## src/rtl/ifetch_pkg.sv

```systemverilog
// Shared definitions for the instruction fetch buffer.
package ifetch_pkg;

  localparam int unsigned INST_W = 32;
  localparam logic [31:0] PC_INC = 32'd4;

  typedef enum logic [1:0] {
    S_IDLE = 2'd0,
    S_WAIT = 2'd1,
    S_DROP = 2'd2
  } state_t;

endpackage

```

## src/rtl/fetch_fifo.sv

```systemverilog
// Small FIFO holding fetched {pc, inst} pairs with a registered head.
module fetch_fifo #(
  parameter int unsigned DEPTH = 2,
  parameter int unsigned WIDTH = 64
) (
  input  logic             clk,
  input  logic             rst,
  input  logic             push,
  input  logic             pop,
  input  logic             flush,
  input  logic [WIDTH-1:0] din,
  output logic [WIDTH-1:0] head,
  output logic             full,
  output logic             empty
);

  localparam int unsigned PW = $clog2(DEPTH);
  localparam int unsigned CW = $clog2(DEPTH + 1);

  logic [WIDTH-1:0] mem [DEPTH];
  logic [PW-1:0]    rd_ptr;
  logic [PW-1:0]    wr_ptr;
  logic [PW-1:0]    rd_next;
  logic [CW-1:0]    count;
  logic [CW-1:0]    count_kept;
  logic [CW-1:0]    count_next;
  logic             do_push;
  logic             do_pop;

  assign full  = (count == CW'(DEPTH));
  assign empty = (count == '0);

  // Effective push/pop and the occupancy after this cycle.
  always_comb begin
    do_pop     = pop & ~empty;
    do_push    = push & (~full | do_pop);
    rd_next    = rd_ptr + PW'(do_pop);
    count_kept = count - CW'(do_pop);
    count_next = count_kept + CW'(do_push);
  end

  // Storage write; contents need no reset since count gates visibility.
  always_ff @(posedge clk) begin
    if (do_push && !flush)
      mem[wr_ptr] <= din;
  end

  // Pointers, count and the registered head. The new head is the incoming
  // word only when nothing older survives this cycle; otherwise it comes
  // from storage at the advanced read pointer.
  always_ff @(posedge clk or posedge rst) begin
    if (rst) begin
      rd_ptr <= '0;
      wr_ptr <= '0;
      count  <= '0;
      head   <= '0;
    end else if (flush) begin
      rd_ptr <= '0;
      wr_ptr <= '0;
      count  <= '0;
    end else begin
      rd_ptr <= rd_next;
      if (do_push)
        wr_ptr <= wr_ptr + PW'(1);
      count <= count_next;
      if (count_next != '0)
        head <= (count_kept == '0) ? din : mem[rd_next];
    end
  end

endmodule

```

## src/rtl/ifetch_buffer.sv

```systemverilog
// Fetch stage: owns the PC, issues one word fetch at a time, buffers the
// returned words and hands them to the decoder; redirect flushes everything.
module ifetch_buffer #(
  parameter logic [31:0] RESET_PC = 32'h0000_0000,
  parameter int unsigned DEPTH    = 2
) (
  input  logic        clk,
  input  logic        rst,
  output logic        req_valid,
  input  logic        req_ready,
  output logic [31:0] req_addr,
  input  logic        resp_valid,
  input  logic [31:0] resp_data,
  input  logic        redirect_valid,
  input  logic [31:0] redirect_pc,
  output logic        inst_valid,
  input  logic        inst_ready,
  output logic [31:0] inst,
  output logic [31:0] inst_pc
);

  import ifetch_pkg::*;

  state_t              state;
  state_t              state_next;
  logic [31:0]         pc;
  logic [31:0]         pc_next;
  logic [31:0]         pend_pc;
  logic [31:0]         pend_next;
  logic                push;
  logic [2*INST_W-1:0] push_data;
  logic [2*INST_W-1:0] head;
  logic                fifo_full;
  logic                fifo_empty;

  assign req_addr   = pc;
  assign push_data  = {pend_pc, resp_data};
  assign inst_valid = ~fifo_empty;
  assign inst_pc    = head[2*INST_W-1:INST_W];
  assign inst       = head[INST_W-1:0];

  fetch_fifo #(
    .DEPTH (DEPTH),
    .WIDTH (2 * INST_W)
  ) u_fifo (
    .clk   (clk),
    .rst   (rst),
    .push  (push),
    .pop   (inst_valid & inst_ready),
    .flush (redirect_valid),
    .din   (push_data),
    .head  (head),
    .full  (fifo_full),
    .empty (fifo_empty)
  );

  // State, PC and the address of the outstanding request.
  always_ff @(posedge clk or posedge rst) begin
    if (rst) begin
      state   <= S_IDLE;
      pc      <= RESET_PC;
      pend_pc <= '0;
    end else begin
      state   <= state_next;
      pc      <= pc_next;
      pend_pc <= pend_next;
    end
  end

  // Request issue, response acceptance and redirect handling. req_valid is
  // also held low while rst is high so it reads as 0 during reset.
  always_comb begin
    state_next = state;
    pc_next    = pc;
    pend_next  = pend_pc;
    req_valid  = 1'b0;
    push       = 1'b0;
    case (state)
      S_IDLE: begin
        req_valid = ~fifo_full & ~redirect_valid & ~rst;
        if (req_valid && req_ready) begin
          pc_next    = pc + PC_INC;
          pend_next  = pc;
          state_next = S_WAIT;
        end
      end
      S_WAIT: begin
        if (redirect_valid)
          state_next = resp_valid ? S_IDLE : S_DROP;
        else if (resp_valid) begin
          push       = 1'b1;
          state_next = S_IDLE;
        end
      end
      S_DROP: begin
        if (resp_valid)
          state_next = S_IDLE;
      end
      default: state_next = S_IDLE;
    endcase
    if (redirect_valid)
      pc_next = redirect_pc & ~32'h3;
  end

  // A response with nothing outstanding is a memory protocol error.
  assert property (@(posedge clk) disable iff (rst) !(state == S_IDLE && resp_valid));

endmodule
```

## config.mk

```make
export PLATFORM = sky130hd
export DESIGN_NAME = ifetch_buffer
export DESIGN_NICKNAME = d
export VERILOG_FILES = /design/src/rtl/ifetch_pkg.sv /design/src/rtl/fetch_fifo.sv /design/src/rtl/ifetch_buffer.sv
export SDC_FILE = /design/constraint.sdc
export NUM_CORES = 1
export LEC_CHECK = 0
export ABC_AREA = 1
export CAP_MARGIN = 25
export CORE_MARGIN = 5
export CORE_UTILIZATION = 55
export DETAILED_ROUTE_END_ITERATION = 16
export PLACE_DENSITY = 0.91
export RECOVER_POWER = 50
export SYNTH_ARGS = -nofsm -noshare
export SYNTH_HDL_FRONTEND = slang
export SYNTH_SLANG_ARGS = --single-unit
```

## constraint.sdc

```tcl
create_clock -name clk -period 12.5 [get_ports clk]
set_clock_uncertainty 0.05 [all_clocks]
set_input_delay 2.5 -clock clk [delete_from_list [all_inputs] [get_ports clk]]
set_output_delay 2.5 -clock clk [all_outputs]
set_load 0.03 [all_outputs]
```

Word level (Yosys, flattened, before mapping)
Memories as Yosys holds them, arrays and structs flattened.
Index checks and enable logic that the tools add are counted.

word-level totals
  output and inout port bits = 98
  bits of input ports = 70
  word-level logic and storage cells = 59
  memory bits (writable) = 128
  register bits = 134
  memories = 1

memory list
  memory      words  width  rd ports  clocked after Yosys merged registers in  write ports  RTL line          RTL
  u_fifo.mem  2      64     1         0                                        1            fetch_fifo.sv:20  logic [WIDTH-1:0] mem [DEPTH];

operators by class
  bitwise operators = 10
  reduce and logical (&&, ||, !) cells = 13
  add/subtract/negate cells = 5
  muxes and demuxes = 19
  equal/unequal tests = 4

operator list
  cell                                                 count
  2-to-1 mux 32 bit                                    3
  2-to-1 mux 64 bit                                    1
  adder 32 x 3 -> 32 bit, second input constant        1
  2-to-1 mux 2 bit                                     5
  2-to-1 mux 1 bit                                     9
  nonzero test 2 bit                                   4
  logical NOT 2 bit                                    3
  case mux 2 bit (3 select lines)                      1
  AND reduction 2 bit                                  3
  bitwise AND 1 bit                                    5
  equality test 2 bit, second input constant           2
  NOT 1 bit                                            4
  adder 2 x 1 -> 2 bit                                 1
  equality test 2 x 1 -> 1 bit, second input constant  1
  logical AND 1 bit                                    2
  inequality test 2 bit, second input constant         1
  subtractor 2 x 1 -> 2 bit                            1
  adder 1 bit                                          1
  adder 1 bit, second input constant                   1
  logical NOT 1 bit                                    1
  bitwise OR 1 bit                                     1

Longest topological paths before layout
Gate-level depths: netlist (run 1).

  depth after elaboration = 9
  gate-level depth with buffers = 14

Cells and area by module
Synthesis (run 1) repeated with hierarchy kept, for this count alone.

second synthesis, totals
  cells, all modules = 1270
  area, all modules = 11663.7 sq um

modules (own cells, without submodules)
  module         cells an instance  times used  sequential area each (sq um)  area an instance (sq um)
  fetch_fifo     803                1           5545.3                        8236.6
  ifetch_buffer  467                1           1551.5                        3427.0

Worst setup path after synthesis (run 1)
No wires, ideal clock.

  path type = input to register
  start point = input redirect_valid
  end point = memory u_fifo.mem[1][0] (enable)
  cell stages on the path = 6
  library setup time = 484 ps
  arrival time = 5628 ps
  setup slack = 6338 ps
  buffers on the path = 1
  cell sequence = buf_2 nor2_1 nand2_1 nor2_1 o21ai_0 nor2_1

on the way
  cells in the longest elaborated chain, start to end = 6
  elaborated cells between the ends (all ways) = 7
  classes of those cells = mux: 4; bitwise: 1; reduce/logical: 2

RTL lines
  what                                      RTL line             RTL
  start, declared                           ifetch_buffer.sv:14  input logic redirect_valid,
  2-to-1 mux 1 bit                          ifetch_buffer.sv:88  if (redirect_valid)
  2-to-1 mux 1 bit                          ifetch_buffer.sv:78  case (state)
  bitwise AND 1 bit                         fetch_fifo.sv:36     do_push = push & (~full | do_pop);
  logical AND 1 bit *                       fetch_fifo.sv:44     if (do_push && !flush)
  2-to-1 mux 1 bit *                        fetch_fifo.sv:44
  2-to-1 mux 1 bit (not written as such) *  fetch_fifo.sv:45     mem[wr_ptr] <= din;
  end, declared                             fetch_fifo.sv:20

Mark *: on every way between the ends. The rest lies on a longest branch, timed or not.

Final worst setup path (run 1)
  start point = input redirect_valid
  end point = output req_valid

on the way
  cells in the longest elaborated chain, start to end = 4

RTL lines
  what                             RTL line             RTL
  NOT 1 bit (no line)              -
  bitwise AND 1 bit (2 in series)  ifetch_buffer.sv:80  req_valid = ~fifo_full & ~redirect_valid & ~rst;
  2-to-1 mux 1 bit                 ifetch_buffer.sv:78
  end, declared                    ifetch_buffer.sv:9   output logic req_valid,

No other way between the ends.

==> results_dict.tcl, run 1 <==
set metrics [dict create \
    drcViolationCount 0 \
    ctsHoldBuffers 0 \
    violations "max-capacitance violations, max-slew violations" \
    hold_path_class "reg -> reg" \
    cellPowerDensity_nw_per_um2 169 \
    yosys_warnings 0 \
    crit_chain "dlygate4sd3_1 -> clkbuf_1 -> nor2_1 -> and3_1 -> clkdlybuf4s50_1" \
    irDropWorstVdd_mv 0.0827 \
    synth-seq-cells 252 \
    ys.flop_type "dfrtp_1" \
    grt_pass1_vias 9337 \
    clock_latency_ns 0.52 \
    initial_utilization_pct 56.0 \
    rows 52 \
    cts.path.max_buffers 3 \
    mostFrequentLayoutCells "nand3_1 (368), nand2_1 (246), dfrtp_1 (128), edfxtp_1 (124), dlygate4sd3_1 (119)" \
    drive_gt1_share_pct 6.29 \
    crit_family "buffers and inverters" \
    cts-root-buf "clkbuf_16" \
    grt_usage_pct 24.4 \
    critPathLaunch "redirect_valid" \
    critical_path.max_stage_delay_ns 1.07 \
    grt_overflow 0 \
    synth_edf_count 124 \
    numClockSinks 252 \
    antenna_found_initial 1 \
    final_core_util_pct 68.9 \
    criticalPathCategory "in -> out" \
    layout_commonest_cell "nand3_1" \
    fin_setup_tns_ns 0 \
    rsz0062_at_grt "false" \
    syn_to_final_growth_pct 23.0 \
    slew_headroom_pct -96.8 \
    wire_per_inst_um 18.2 \
    post_cts_buffers 0 \
    ios 168 \
    dieWidth_um 154 \
    viasPerCell 5.78 \
    worstPathRequired_ns 9.95 \
    portBuffers 161 \
    p_total_mw 2.36 \
    dp_hpwl_um 18500 \
    h-tree-depth 1 \
    maxCapViolCount 2 \
    rrSetupSlack_ns 8.16 \
    startpoint_type "input port" \
    setup_slack_ns 4.78 \
    synthCells 1201 \
    grt_max_degree 112 \
    antenna_left 0 \
    coreArea_sq_um 20300 \
    gp_congestion 0.857 \
    setup_violations 0 \
    finalCritPeriodShare_pct 61.7 \
    critPathMaxFanout 35 \
    die_area_sq_um 23600 \
    mappedNetlistArea_sq_um 11400 \
    vias 9378 \
    crit_path_end_kind "output pin" \
    cts_tree "done" \
    reg2reg_from "u_fifo.count[0]" \
    grt_pass1_wl_um 47300 \
    drtIter0Drc 849 \
    syn_avg_cell_area_sq_um 9.46 \
    nFillCells 1489 \
    timing.critical_path.buf_inv 3 \
    fin_crit_ns 7.72 \
    leakage_nw 6.01 \
    fmax_mhz 130 \
    ys_async_sr_fraction_pct 50.8 \
    final_hold_viol_count 0 \
    synth_cell_type_count 34 \
    slew_viol_final 123 \
    worstMarginPinSlew_ns 2.94 \
    fin_nets 1404 \
    outcome "finished, violations left" \
    hold_path_startpoint "pend_pc[21]" \
    cp.arrival_ns 5.17 \
    numCtsBuffers 26 \
    place_ws_ns 5.76 \
    post_cts_resized 0 \
    fp.dieH_um 154 \
    yosysSeqAreaShare_pct 61.0 \
    totalWireLength_um 29500 \
    dr.pass1.iters 6 \
    cp_slowest_cell "clkbuf_1" \
    holdWs_ns 0.422 \
    clk_pin_slew_ns 0.06 \
]
==> worst paths after layout <==
| check | end | depth (start not counted) |
|---|---|---|
| min in group asynchronous | u_fifo.head[37] | 2 |
| min reg2reg | u_fifo.mem[1][53] | 0 |
| max | req_valid | 5 |
| max reg2reg | req_addr[6] | 8 |
| min | u_fifo.mem[1][53] | 0 |
| max in group asynchronous | pend_pc[21] | 3 |
==> through the flow <==
| stage | instances | area [sq um] |
|---|---|---|
| after CTS | 1621 | 14000 |
| after floorplan | 1204 | 11400 |
| final | 1623 | 14000 |
| after global routing | 1623 | 14000 |
| after global placement | 1573 | 13100 |
| after detailed placement | 1573 | 13100 |
==> power breakdown <==
group          switching, mW  total [mW]  internal, mW  leakage [nW]
Sequential            0.0781        1.07         0.989          2.74
Combinational          0.316       0.506         0.190          2.84
Clock                  0.314       0.786         0.472         0.432
Total                  0.708        2.36          1.65          6.01
==> final cells by class <==
class,count,area [sq um],share of cell area [%]
Sequential cell,252,6930,49.6
Multi-Input combinational cell,809,3840,27.5
Timing Repair Buffer,175,1730,12.4
Clock buffer,37,773,5.53
Tap cell,270,338,2.42
Inverter,68,256,1.84
Clock inverter,11,111,0.797
Antenna cell,1,2.50,0.0179
==> worst reg2reg max path, cell delays in order, from the launching register on <==
cell and delay (ns):
dfrtp_1 0.41, inv_1 0.10, nand2_1 0.11, nand4_2 0.09, clkbuf_1 1.75, nand2_1 0.84, inv_1 0.66, nand2_1 0.11
o211ai_1 0.10
==> state kept, by name (all words and copies together) (netlist names) <==
name / cells
u_fifo.rd_ptr: 1
u_fifo.mem: 124
u_fifo.head: 62
u_fifo.wr_ptr: 1
state: 2
pend_pc: 30
req_addr: 30
u_fifo.count: 2
==> Yosys cell counts (2+ instances only) <==
cell type	n	share of area [%]
buf_4	6	0.40
or2_0	2	0.11
o21bai_1	2	0.13
o21ai_0	42	1.9
nand4_1	3	0.17
nand2_1	249	8.2
inv_1	67	2.2
nor3_1	2	0.088
nand3b_1	8	0.53
a21oi_1	7	0.31
or2_2	19	1.0
buf_6	2	0.20
o211ai_1	2	0.13
edfxtp_1	124	33
buf_2	46	2.0
nor2_1	57	1.9
ha_1	2	0.22
xnor2_1	2	0.15
xor2_1	3	0.23
clkbuf_1	20	0.66
or2_1	28	1.5
dfrtp_1	128	28
nand3_1	369	16
==> cell families (layout without fill, tap and decap cells) <==
logic type | count (synthesis) | in the layout | synth area share (%)
simple gates | 743 | 743 | 30.3
flops | 252 | 252 | 61.0
buf+inv | 143 | 291 | 5.56
compound gates | 55 | 55 | 2.53
xor+xnor | 5 | 5 | 0.385
fa+ha+maj | 2 | 2 | 0.220
other cells | 1 | 5 | 0.0330
==> routing by layer <==
metal  vias to the layer above  GRT usage, %  wire [um]
met5                         -             0          0
met4                         0          7.65        687
met3                        54          4.13       2830
met2                       508          41.3      14500
met1                      4467          32.4      11500
li1                       4349             -          -
Note: power is estimated with default switching activity, not from simulation.
==> run 2: changes to the inputs <==
- clock period: 12.5 -> 7.8 ns (I/O delays scaled with it)
==> run 2 against run 1 <==
The flow still finishes with violations (max-capacitance violations, max-slew violations). Die area unchanged. Core utilization decreased by 0.28 points. Total power increased by 59%. Final cell count unchanged. Hold slack got worse by 0.0047 ns. Design area decreased by 0.40%. Worst setup slack got worse by 2.9 ns. Critical path type unchanged. Critical endpoint unchanged.
==> results_dict.tcl, run 2 (same netlist as run 1, synthesis figures left out) <==
set metrics [dict create \
    outcome "finished, violations left" \
    violations "max-capacitance violations, max-slew violations" \
    dr.pass1.iters 6 \
    fin_setup_tns_ns 0 \
    totalWireLength_um 30000 \
    nFillCells 1517 \
    final-seq-area_sq_um 6930 \
    crit_path_end_kind "output pin" \
    post_cts_resized 0 \
    ctsHoldBuffers 0 \
    fp.dieH_um 154 \
    grt_overflow 0 \
    irDropWorstVdd_mv 0.173 \
    grt_usage_pct 24.7 \
    slew_headroom_pct -89.6 \
    hold_path_class "reg -> reg" \
    coreArea_sq_um 20300 \
    layout_commonest_cell "nand3_1" \
    critPathLaunch "redirect_valid" \
    clock_latency_ns 0.52 \
    worstMarginPinSlew_ns 2.83 \
    portBuffers 161 \
    critical_path.max_stage_delay_ns 1.12 \
    drive_gt1_share_pct 5.85 \
    grt_pass1_wl_um 47900 \
    antenna_found_initial 1 \
    rows 52 \
    gp_congestion 0.882 \
    drtIter0Drc 804 \
    multi_input_area_sq_um 3840 \
    leakage_nw 5.99 \
    h-tree-depth 1 \
    ios 168 \
    grt_max_degree 112 \
    dp_hpwl_um 18900 \
    mostFrequentLayoutCells "nand3_1 (368), nand2_1 (246), dfrtp_1 (128), edfxtp_1 (124), dlygate4sd3_1 (121)" \
    crit_family "buffers and inverters" \
    setup_violations 0 \
    dieWidth_um 154 \
    numClockSinks 252 \
    regMostFlops "u_fifo.mem" \
    cts_tree "done" \
    ff2ff_path_depth 11 \
    die_area_sq_um 23600 \
    final_core_util_pct 68.6 \
    viasPerCell 5.78 \
    worst-path-stages 5 \
    clk_pin_slew_ns 0.06 \
    startpoint_type "input port" \
    post_cts_buffers 0 \
    endpoint "req_valid" \
    grt_pass1_vias 9396 \
    final_hold_viol_count 0 \
    rsz0062_at_grt "false" \
    slew_viol_final 167 \
    fin_nets 1404 \
    numCtsBuffers 26 \
    cts.path.max_buffers 3 \
    drcViolationCount 0 \
    fin_crit_ns 5.89 \
    initial_utilization_pct 56.0 \
    top_regs "u_fifo.mem x124, u_fifo.head x62" \
    worstPathRequired_ns 6.19 \
    critPathMaxFanout 35 \
    cellPowerDensity_nw_per_um2 269 \
    rrSetupSlack_ns 4.52 \
    vias 9382 \
    worstReg2RegEnd "u_fifo.head[18]" \
    criticalPathCategory "in -> out" \
    cp_slowest_cell "clkbuf_1" \
    syn_to_final_growth_pct 22.5 \
    cts-root-buf "clkbuf_16" \
    maxCapViolCount 3 \
    fmax_mhz 170 \
    crit_chain "dlygate4sd3_1 -> clkbuf_1 -> nor2_1 -> and3_1 -> clkdlybuf4s50_1" \
    wire_per_inst_um 18.5 \
    reg2reg_from "u_fifo.count[0]" \
    timing.critical_path.buf_inv 3 \
    finalCritPeriodShare_pct 75.6 \
    cp.arrival_ns 4.28 \
    largest_register_ff_count 124 \
    antenna_left 0 \
]
-- run 2: routing by layer --
metal	up-vias	routed length, um	GRT usage [%]	share of wire, %
li1	4355	-	-	-
met1	4515	11900	32.1	40
met2	453	14700	41.9	49
met3	59	2620	4.75	8.7
met4	0	796	8.66	2.7
met5	-	0	0	0
-- run 2: worst min-delay path by stage --
stage	startpoint	to	slack, ns	depth (start not counted)
floorplan	pend_pc[3]	u_fifo.mem[0][35]	0.39	0
global placement	pend_pc[8]	u_fifo.mem[0][40]	0.39	0
detailed placement	pend_pc[24]	u_fifo.mem[0][56]	0.40	0
CTS	pend_pc[24]	u_fifo.mem[0][56]	0.42	0
global route	pend_pc[6]	u_fifo.mem[1][38]	0.43	0
finish	pend_pc[24]	u_fifo.mem[0][56]	0.42	0
-- run 2: through the flow --
step	power, mW	setup slack [ns]	area (sq um)	cells	hold WS, ns
global route	3.90	1.76	13900	1622	0.427
CTS	3.81	2.93	13900	1620	0.419
detailed placement	2.60	2.93	13100	1573	0.404
finish	3.74	1.91	13900	1623	0.418
global placement	2.56	2.96	13100	1573	0.393
floorplan	2.20	2.58	11400	1204	0.392
-- run 2: power by group --
part | internal, mW | switching (mW)
clock | 0.723 | 0.492
sequential | 1.59 | 0.129
combinational | 0.304 | 0.507
total | 2.61 | 1.13
-- run 2: layout make-up --
class	count	area share, %
Sequential cell	252	49.8
Tap cell	270	2.43
Timing Repair Buffer	175	12.4
Clock buffer	41	5.37
Clock inverter	6	0.602
Inverter	68	1.84
Antenna cell	2	0.0360
Multi-Input combinational cell	809	27.6
-- run 2: worst reg2reg max path: stages, from the launching register on --
cell	delay, ns
dfrtp_1	0.42
inv_1	0.13
nand2_1	0.13
o21ai_0	0.69
inv_1	0.14
ha_1	0.24
nand2_1	0.08
nand3_2	0.08
nand2_2	0.38
buf_4	0.56
nand3_1	0.20
nand2_1	0.11
==> run 3: changes to the inputs <==
- CORE_UTILIZATION: 55 -> 49
- PLACE_DENSITY: 0.91 -> 0.86
- clock period: 7.8 -> 5.13 ns (I/O delays scaled with it)
==> run 3 against run 2 <==
The run still ends with max-capacitance violations, max-slew violations left. Clock-buffer cell count fell by 1. Combinational power up 60%. Register-to-register slack got worse by 2.1 ns. First-iteration DRC count is 21% higher. Largest cell class unchanged. Highest routed layer unchanged. Worst setup slack worse by 0.57 ns. Clock power increased by 56%. Critical path depth is 1 lower. Sequential share of layout area is 0.31 points lower. Wire length down 1.1%.
==> results_dict.tcl, run 3 (same netlist as run 1, synthesis figures left out) <==
set metrics [dict create \
    numClockSinks 252 \
    layout_commonest_cell "nand3_1" \
    p_total_mw 5.79 \
    antenna_found_initial 0 \
    cts_tree "done" \
    post_cts_resized 0 \
    timing.critical_path.buf_inv 2 \
    critPathMaxFanout 3 \
    slew_headroom_pct -10.9 \
    mostFrequentLayoutCells "nand3_1 (367), nand2_1 (247), dfrtp_1 (128), clkdlybuf4s50_1 (127), edfxtp_1 (124)" \
    fin_crit_ns 3.79 \
    top_regs "u_fifo.mem x124, u_fifo.head x62" \
    antenna_cells 0 \
    drtIter0Drc 973 \
    syn_to_final_growth_pct 23.3 \
    h-tree-depth 1 \
    cts.path.max_buffers 3 \
    grt_pass1_vias 9252 \
    crit_chain "dlygate4sd3_1 -> nor2_1 -> and3_1 -> clkdlybuf4s50_1" \
    final_hold_viol_count 0 \
    setup_violations 0 \
    cts-root-buf "clkbuf_16" \
    viasPerCell 5.67 \
    grt_usage_pct 22.4 \
    grt_max_degree 112 \
    maxCapViolCount 1 \
    slew_viol_final 35 \
    totalWireLength_um 29700 \
    vias 9292 \
    numCtsBuffers 26 \
    violations "max-capacitance violations, max-slew violations" \
    regMostFlops "u_fifo.mem" \
    cp_slowest_cell "clkdlybuf4s50_1" \
    wl_met3_um 2540 \
    grt_pass1_wl_um 48000 \
    cp.arrival_ns 2.71 \
    dieWidth_um 162 \
    cellPowerDensity_nw_per_um2 413 \
    grt_overflow 0 \
    wire_per_inst_um 18.1 \
    fin_nets 1405 \
    portBuffers 161 \
    clock_latency_ns 0.51 \
    rows 55 \
    final-seq-area_sq_um 6930 \
    leakage_nw 5.86 \
    initial_utilization_pct 50.0 \
    clk_pin_slew_ns 0.06 \
    worstMarginPinSlew_ns 1.65 \
    criticalPathCategory "in -> out" \
    finalCritPeriodShare_pct 73.9 \
    die_area_sq_um 26300 \
    drive_gt1_share_pct 5.99 \
    final_area_sq_um 14000 \
    fmax_mhz 264 \
    dr.pass1.iters 5 \
    crit_path_end_kind "output pin" \
    critical_path.max_stage_delay_ns 0.68 \
    nFillCells 1799 \
    multi_input_area_sq_um 3830 \
    antenna_left 0 \
    fp.dieH_um 162 \
    gp_congestion 0.861 \
    startpoint_type "input port" \
    highest_layer "met4" \
    route.met2.wl_um 14400 \
    drcViolationCount 0 \
    postPlaceCellArea_sq_um 13200 \
    dp_hpwl_um 19100 \
    irDropWorstVdd_mv 0.202 \
    worstPathRequired_ns 4.05 \
    ctsHoldBuffers 0 \
    largest_register_ff_count 124 \
    hold_path_class "reg -> reg" \
    outcome "finished, violations left" \
    post_cts_buffers 0 \
    ios 168 \
    coreArea_sq_um 22700 \
    rsz0062_at_grt "false" \
    fin_setup_tns_ns 0 \
    crit_family "buffers and inverters" \
    met1_length_um 12200 \
]
-- run 3: cell count changes in the layout (fill, tap and decap cells not counted), moves of 2 or more --
cell             delta
buf_12              +3
clkdlybuf4s50_1    +87
diode_2             -2
clkbuf_8            +3
clkinv_1            +2
clkbuf_1            -4
dlygate4sd3_1      -87
-- run 3: worst paths after layout --
kind | start | to | slack, ns | cells after the start
min in group asynchronous | rst | u_fifo.head[7] | 1.38 | 2
max in group asynchronous | rst | u_fifo.head[57] | 2.50 | 3
worst max-delay path | redirect_valid | req_valid | 1.34 | 4
worst min register to register | pend_pc[27] | u_fifo.mem[1][59] | 0.42 | 0
worst min-delay path | pend_pc[27] | u_fifo.mem[1][59] | 0.42 | 0
worst max register to register | state[1] | u_fifo.mem[1][19] | 2.42 | 6
-- run 3: worst reg2reg max path: stages (launching register included) --
cell     delay, ns
dfrtp_1       0.41
nor2_1        0.09
nand2_1       0.07
nor2_1        0.08
o21ai_0       0.22
nor2_1        1.05
buf_12        0.38
-- run 3: where the power goes --
group | switching, mW | internal, mW | leakage [nW]
clock | 0.749 | 1.14 | 0.426
sequential | 0.193 | 2.41 | 2.74
combinational | 0.768 | 0.531 | 2.70
total | 1.71 | 4.08 | 5.86
-- run 3: routing by layer --
layer  vias up  track usage (%)
li1       4367                -
met1      4450             30.4
met2       434             37.7
met3        41             4.01
met4         0             5.54
met5         -                0
-- run 3: area by class of cell --
type / instances / share of cell area (%)
clock buffer: 40 / 5.53
clock inverter: 8 / 0.679
inverter: 68 / 1.83
multi-input combinational: 809 / 27.3
sequential: 252 / 49.4
tap: 285 / 2.55
timing repair buffer: 176 / 12.6
-- run 3: through the flow --
stage	std cells	setup WS [ns]	util [%]	hold slack, ns
floorplan	1204	0.442	-	0.392
global placement	1589	1.41	57.9	0.393
detailed placement	1589	1.36	57.9	0.404
CTS	1637	1.43	61.7	0.414
global route	1638	1.31	61.7	0.437
finish	1638	1.34	61.7	0.419
